--- src/rtl/seq_shifter_pkg.sv ---
// Shared definitions for the iterative shifter: op encodings (also used by the
// ALU control decoder), FSM state encodings and default widths.
package seq_shifter_pkg;

    localparam int unsigned DEF_WIDTH = 32;
    localparam int unsigned DEF_SAW   = 5;

    typedef enum logic [1:0] {
        SH_SLL = 2'b00,
        SH_SRL = 2'b01,
        SH_ROR = 2'b10,
        SH_SRA = 2'b11
    } sh_op_e;

    typedef enum logic [1:0] {
        S_IDLE  = 2'b00,
        S_SHIFT = 2'b01,
        S_DONE  = 2'b10
    } state_e;

endpackage

--- src/rtl/seq_shifter_step.sv ---
// Combinational single-bit shift of a WIDTH-bit value, selected by op.
module seq_shifter_step
    import seq_shifter_pkg::*;
#(
    parameter int unsigned WIDTH = DEF_WIDTH
) (
    input  sh_op_e           op,
    input  logic [WIDTH-1:0] d,
    output logic [WIDTH-1:0] q_c
);

    always_comb begin
        q_c = d;
        case (op)
            SH_SLL:  q_c = {d[WIDTH-2:0], 1'b0};
            SH_SRL:  q_c = {1'b0, d[WIDTH-1:1]};
            SH_SRA:  q_c = {d[WIDTH-1], d[WIDTH-1:1]};
            SH_ROR:  q_c = {d[0], d[WIDTH-1:1]};
            default: q_c = d;
        endcase
    end

endmodule

--- src/rtl/seq_shifter.sv ---
// Iterative one-bit-per-clock shift unit (sll/srl/sra/ror) with a start/done
// handshake; result is held in its own register between operations.
module seq_shifter
    import seq_shifter_pkg::*;
#(
    parameter int unsigned WIDTH = DEF_WIDTH,
    parameter int unsigned SAW   = DEF_SAW
) (
    input  logic             clk,
    input  logic             clrn,
    input  logic             start,
    input  logic [1:0]       op,
    input  logic [WIDTH-1:0] d,
    input  logic [SAW-1:0]   sa,
    output logic             busy,
    output logic             done,
    output logic [WIDTH-1:0] result
);

    state_e           state,  state_n;
    sh_op_e           op_q,   op_n;
    logic [WIDTH-1:0] sreg,   sreg_n;
    logic [SAW-1:0]   count,  count_n;
    logic [WIDTH-1:0] result_n;
    logic [WIDTH-1:0] step_q;

    seq_shifter_step #(.WIDTH(WIDTH)) u_step (
        .op  (op_q),
        .d   (sreg),
        .q_c (step_q)
    );

    // Next-state and datapath; result only loads on the transition into DONE.
    always_comb begin
        state_n  = state;
        op_n     = op_q;
        sreg_n   = sreg;
        count_n  = count;
        result_n = result;
        case (state)
            S_IDLE, S_DONE: begin
                if (start) begin
                    sreg_n  = d;
                    op_n    = sh_op_e'(op);
                    count_n = sa;
                    if (sa == SAW'(0)) begin
                        state_n  = S_DONE;
                        result_n = d;
                    end else begin
                        state_n = S_SHIFT;
                    end
                end else begin
                    state_n = S_IDLE;
                end
            end
            S_SHIFT: begin
                sreg_n  = step_q;
                count_n = count - SAW'(1);
                if (count == SAW'(1)) begin
                    state_n  = S_DONE;
                    result_n = step_q;
                end
            end
            default: state_n = S_IDLE;
        endcase
    end

    // busy/done are registered decodes of the next state.
    always_ff @(posedge clk or negedge clrn) begin
        if (!clrn) begin
            state  <= S_IDLE;
            op_q   <= SH_SLL;
            sreg   <= '0;
            count  <= '0;
            result <= '0;
            busy   <= 1'b0;
            done   <= 1'b0;
        end else begin
            state  <= state_n;
            op_q   <= op_n;
            sreg   <= sreg_n;
            count  <= count_n;
            result <= result_n;
            busy   <= (state_n == S_SHIFT);
            done   <= (state_n == S_DONE);
        end
    end

endmodule
--- config.mk ---
export PLATFORM = sky130hd
export DESIGN_NAME = seq_shifter
export DESIGN_NICKNAME = d
export VERILOG_FILES = /design/src/rtl/seq_shifter_pkg.sv /design/src/rtl/seq_shifter_step.sv /design/src/rtl/seq_shifter.sv
export SDC_FILE = /design/constraint.sdc
export NUM_CORES = 1
export LEC_CHECK = 0
export CORE_ASPECT_RATIO = 1.75
export CORE_MARGIN = 4
export CORE_UTILIZATION = 40
export DETAILED_ROUTE_END_ITERATION = 12
export HOLD_SLACK_MARGIN = 0.15
export PLACE_DENSITY_LB_ADDON = 0.25
export SETUP_SLACK_MARGIN = 0.02
export SYNTH_ARGS = -nofsm -noshare
export SYNTH_HDL_FRONTEND = slang
export SYNTH_SLANG_ARGS = --single-unit
--- constraint.sdc ---
create_clock -name clk -period 1.82 [get_ports clk]
set_clock_uncertainty 0.15 [all_clocks]
set_input_delay 0.546 -clock clk [delete_from_list [all_inputs] [get_ports clk]]
set_output_delay 0.546 -clock clk [all_outputs]
set_load 0.01 [all_outputs]
==> reports/qor.csv, run 1 <==
stage,metric,value,unit
outcome,status,"finished, final reports clean",
synth,synthFlopType,dfrtp_1,
grt,grt_use_total,0.194,
timing,worst_slack,0.0499,ns
setup_path,cp.arrival,1.89,ns
power_and_ir_drop,ir_drop,0.000934,V
floorplan,die_x,80.5,um
floorplan,rows,46,
timing,tightest_slew,0.367,ns
setup_path,crit_fanout,6,
clock_tree,clk_latency,0.34,ns
synth,ys_ff_latch,75,
floorplan,die_h,135,um
setup_path,start_kind,flop,
place,numPortBuffers,75,
timing,grt_setup_unrepaired,true,
route,drc,0,
floorplan,die-area,0.0109,mm^2
floorplan,coreArea,0.00904,mm^2
route,wl_per_cell,15.9,um
clock_tree,clock_sinks,75,
clock_tree,cts_htree_levels,3,
timing,relSlewSlack,0.755,
floorplan,io_pins,76,
place,place_ws,-0.443,ns
route,routed_wirelength,9.86,mm
synth,synth_area_leaders,"dfrtp_1, nand2_1, o21ai_0",
route,vias,3267,
clock_tree,cts_buffers,9,
timing,finalSetupViolCount,0,
setup_path,critPathKind,flop to flop,
flow_run,drv_cap,0,
layout,final_nets,541,
clock_tree,clockBufferDepth,2,
power_and_ir_drop,power.leakage,2.37,nW
route,drt_pre_antenna_iters,4,
place,place.gp.congestion,0.767,
layout,num_antenna_cells,0,
synth,ys_seq_area_frac,0.510,
power_and_ir_drop,p_per_area,1900,mW/mm^2
route,drt_first_iter_violations,280,
setup_path,rrSetupSlack,0.05,ns
synth,yosys.area.top_type,dfrtp_1,
timing,timing.fmax,565,MHz
synth,synth_cell_type_count,37,
layout,drive_gt1_frac,0.211,
timing,post-route-period-util,0.973,
synth,synth_top_area_share,0.510,
synth,async_flop_share,1.00,
clock_tree,cts_tree,yes,
grt,grt_pass1_vias,3382,
grt,grt_antenna_before_repair,0,
synth,syn_area,0.00368,mm^2
timing,slew_violations,0,
timing,setup_tns,0,ns
timing,hold_viol_final,0,
synth,syn_inst,405,
route,viasPerCell,5.25,
synth,syn_avg_cell_area,9.08,um^2
synth,synth_edf_count,0,
worst_hold_path,min-delay-path-class,flop to flop,
grt,overflow,0,
grt,grt_max_degree,32,
power_and_ir_drop,total_power,0.00986,W
layout,layout_commonest_cell,nand2_1,
layout,area_delta_synth_final,41.4,%
route,drtAntennaViolNets,0,
clock_tree,cts.root.buffer_cell,clkbuf_16,
floorplan,initial_utilization,0.407,
synth,synth_nets,449,
place,hpwlAfterDp,6.34,mm
grt,grt_pass1_wl,16.4,mm
layout,final_cell_mix,"nand2_1, dfrtp_1, o21ai_0",
synth,yosys_warnings,0,
clock_tree,clk_pin_slew,0.06,ns
timing,min_period,1.77,ns
setup_path,required,1.94,ns
setup_path,cp-end-kind,flop,
[area by class of cell]
type | instances | area [um^2]
well taps | 120 | 150
multi-input cells | 293 | 1630
flip-flops and latches | 75 | 1880
clock inverters | 4 | 47.5
inverters | 5 | 18.8
clock buffers | 12 | 267
repair buffers | 113 | 1210
fillers | 811 | 3830
[repair_timing]
action,4_1_cts,5_1_grt
pin swaps,1,15
cloned,5,1
endpoints found under the setup margin,103,33
setup buffers,9,4
hold buffers,1,0
gates resized for setup,48,14
hold endpoints to repair,21,0
[report_power, final]
part	total, W	switching [W]	internal [W]
clock	0.00186	0.000690	0.00117
combinational	0.00499	0.00259	0.00240
sequential	0.00301	0.000539	0.00247
[cell families after synthesis]
kind of cell,after synthesis,share of synthesized area
fa+ha+maj,2,0.00680
buf+inv,38,0.0656
simple gates,150,0.172
flops,75,0.510
compound gates,138,0.240
mux,2,0.00578
[flip-flops by register name, summed over array words and instances (netlist names)]
register and cells:
sreg 32, result 32, busy 1, count 5, op_q 2, done 1, state 2
[cell usage after synthesis, types with 5 or more instances]
cell	count
o21ai_2	8
nand2_1	101
o21ai_0	65
a31o_2	24
buf_2	11
inv_1	5
clkbuf_1	10
a31o_1	6
dfrtp_1	75
nor2_1	37
buf_6	7
o21ai_1	22
[critical path, stage by stage, from the launching register on]
cell       delay [ns]
dfrtp_1          0.39
inv_2            0.09
ha_4             0.13
nor4b_4          0.27
a32oi_4          0.10
buf_12           0.17
buf_12           0.13
clkbuf_16        0.15
o21ai_2          0.10
[routing by layer]
metal  global-route usage  wire length (um)
met1                0.241              3920
met2                0.323              5230
met3               0.0354               415
met4               0.0930               296
met5                    0                 0
[metrics by stage]
stage,hold WS [ns],std cells,cell area (um^2),util
final,0.321,622,5200,0.576
after detailed placement,0.319,588,4630,0.512
after global routing,0.349,622,5200,0.576
after CTS,0.327,619,5140,0.569
after floorplan,0.100,405,3680,-
after global placement,0.311,588,4630,0.512
[worst paths after layout]
check	depth (start not counted)	startpoint	to
max	8	count[1]	result[26]
min	2	result[11]	result[11]
max reg2reg	8	count[1]	result[26]
min reg2reg	2	result[11]	result[11]
max in group asynchronous	3	clrn	result[22]
min in group asynchronous	2	clrn	result[12]
No activity file was read; power rests on OpenSTA's default activity.
==> run 2, diff against run 1 <==
Settings changed: RECOVER_POWER set to 50.
==> reports/qor.csv, run 2 (synthesized netlist as in run 1, its figures left out) <==
stage,metric,value,unit,change
route,wl_per_cell,15.9,um,about the same
timing,setup_tns,0,ns,unchanged
clock_tree,cts.root.buffer_cell,clkbuf_16,,unchanged
timing,finalSetupViolCount,0,,unchanged
layout,fin_area,0.00518,mm^2,was 0.00520 mm^2
floorplan,die-area,0.0109,mm^2,unchanged
layout,final_cell_mix,"nand2_1, dfrtp_1, o21ai_0",,unchanged
timing,post-route-period-util,0.973,,about the same
clock_tree,cts_buffers,9,,unchanged
place,dp_cells,588,,unchanged
layout,final_nets,541,,unchanged
worst_hold_path,min-delay-path-class,flop to flop,,unchanged
layout,num_antenna_cells,0,,unchanged
floorplan,io_pins,76,,unchanged
setup_path,rrSetupSlack,0.05,ns,about the same
floorplan,die_x,80.5,um,unchanged
place,numPortBuffers,75,,unchanged
layout,drive_gt1_frac,0.211,,unchanged
outcome,status,"finished, final reports clean",,unchanged
route,drt_pre_antenna_iters,4,,unchanged
layout,final_util,0.573,,was 0.576
clock_tree,clockBufferDepth,2,,unchanged
setup_path,start_kind,flop,,unchanged
floorplan,initial_utilization,0.407,,unchanged
power_and_ir_drop,p_per_area,1900,mW/mm^2,about the same
layout,reg.largest.list,"result x32, sreg x32, count x5",,unchanged
power_and_ir_drop,total_power,0.00986,W,about the same
timing,timing.fmax,564,MHz,was 565 MHz
route,drtAntennaViolNets,0,,unchanged
route,routed_wirelength,9.88,mm,was 9.86 mm
timing,tightest_slew,0.608,ns,was 0.367 ns
place,placed_cell_area,0.00463,mm^2,unchanged
route,vias,3290,,was 3267
route,drt_first_iter_violations,282,,was 280
floorplan,rows,46,,unchanged
power_and_ir_drop,ir_drop,0.000935,V,was 0.000934 V
timing,relSlewSlack,0.595,,was 0.755
place,place.gp.congestion,0.767,,unchanged
layout,layout_commonest_cell,nand2_1,,unchanged
grt,grt_pass1_wl,16.4,mm,unchanged
timing,min_period,1.77,ns,about the same
floorplan,die_h,135,um,unchanged
setup_path,cp-end-kind,flop,,unchanged
clock_tree,cts_htree_levels,3,,unchanged
power_and_ir_drop,power.leakage,2.36,nW,was 2.37 nW
timing,grt_setup_unrepaired,true,,unchanged
clock_tree,clk_pin_slew,0.06,ns,about the same
timing,hold_viol_final,0,,unchanged
flow_run,drv_cap,0,,unchanged
layout,area_delta_synth_final,40.9,%,was 41.4%
grt,overflow,0,,unchanged
clock_tree,clock_sinks,75,,unchanged
floorplan,coreArea,0.00904,mm^2,unchanged
timing,slew_violations,0,,unchanged
setup_path,required,1.94,ns,about the same
route,viasPerCell,5.29,,was 5.25
clock_tree,clk_latency,0.34,ns,about the same
setup_path,crit_fanout,6,,unchanged
route,drc,0,,unchanged
grt,grt_antenna_before_repair,0,,unchanged
clock_tree,cts_tree,yes,,unchanged
place,hpwlAfterDp,6.34,mm,unchanged
grt,grt_pass1_vias,3382,,unchanged
grt,grt_max_degree,32,,unchanged
setup_path,critPathKind,flop to flop,,unchanged
setup_path,cp.arrival,1.89,ns,about the same
grt,grt_use_total,0.194,,unchanged
layout,stdcell_count,622,,unchanged
==> run 2: through the flow <==
step | setup WS [ns] | hold slack (ns)
2_1_floorplan | 0.150 | 0.100
3_3_place_gp | -0.417 | 0.311
3_5_place_dp | -0.443 | 0.319
4_1_cts | 0.0221 | 0.327
5_1_grt | -0.00446 | 0.349
6_report | 0.0484 | 0.320
==> run 2: routing by layer <==
| layer | global-route usage | share of wire |
|---|---|---|
| met1 | 0.241 | 0.39 |
| met2 | 0.323 | 0.53 |
| met3 | 0.0354 | 0.044 |
| met4 | 0.0930 | 0.030 |
| met5 | 0 | 0 |
==> run 2: cell type report <==
| type | count | area [um^2] |
|---|---|---|
| fillers | 812 | 3850 |
| multi-input cells | 293 | 1630 |
| well taps | 120 | 150 |
| clock buffers | 12 | 267 |
| inverters | 5 | 18.8 |
| flip-flops and latches | 75 | 1880 |
| clock inverters | 4 | 47.5 |
| repair buffers | 113 | 1190 |
==> run 2: timing repair <==
item / 4_1_cts / 5_1_grt
endpoints found under the hold margin: 21 / 0
gates cloned: 5 / 1
gates resized for setup: 48 / 14
setup buffers: 9 / 4
endpoints found under the setup margin: 103 / 33
hold buffers: 1 / 0
pin swaps: 1 / 15
==> run 2: report_power, final <==
part	total [W]	internal, W	switching, W	leakage [nW]
sequential	0.00301	0.00247	0.000539	0.931
combinational	0.00499	0.00240	0.00259	1.28
clock	0.00186	0.00117	0.000692	0.155
==> run 2: critical path, stage by stage, from the launching register on <==
cell and delay, ns:
dfrtp_1 0.39, inv_2 0.09, ha_4 0.13, nor4b_4 0.27, a32oi_4 0.10, buf_12 0.17, buf_12 0.13, clkbuf_16 0.15
o21ai_2 0.10
==> run 2: path summary, 6_finish.rpt <==
check	start	end	cells after the start
hold reg to reg	result[11]	result[11]	2
setup reg to reg	count[1]	result[26]	8
hold / removal	result[11]	result[11]	2
max in group asynchronous	clrn	result[14]	3
min in group asynchronous	clrn	result[12]	2
setup / recovery	count[1]	result[26]	8
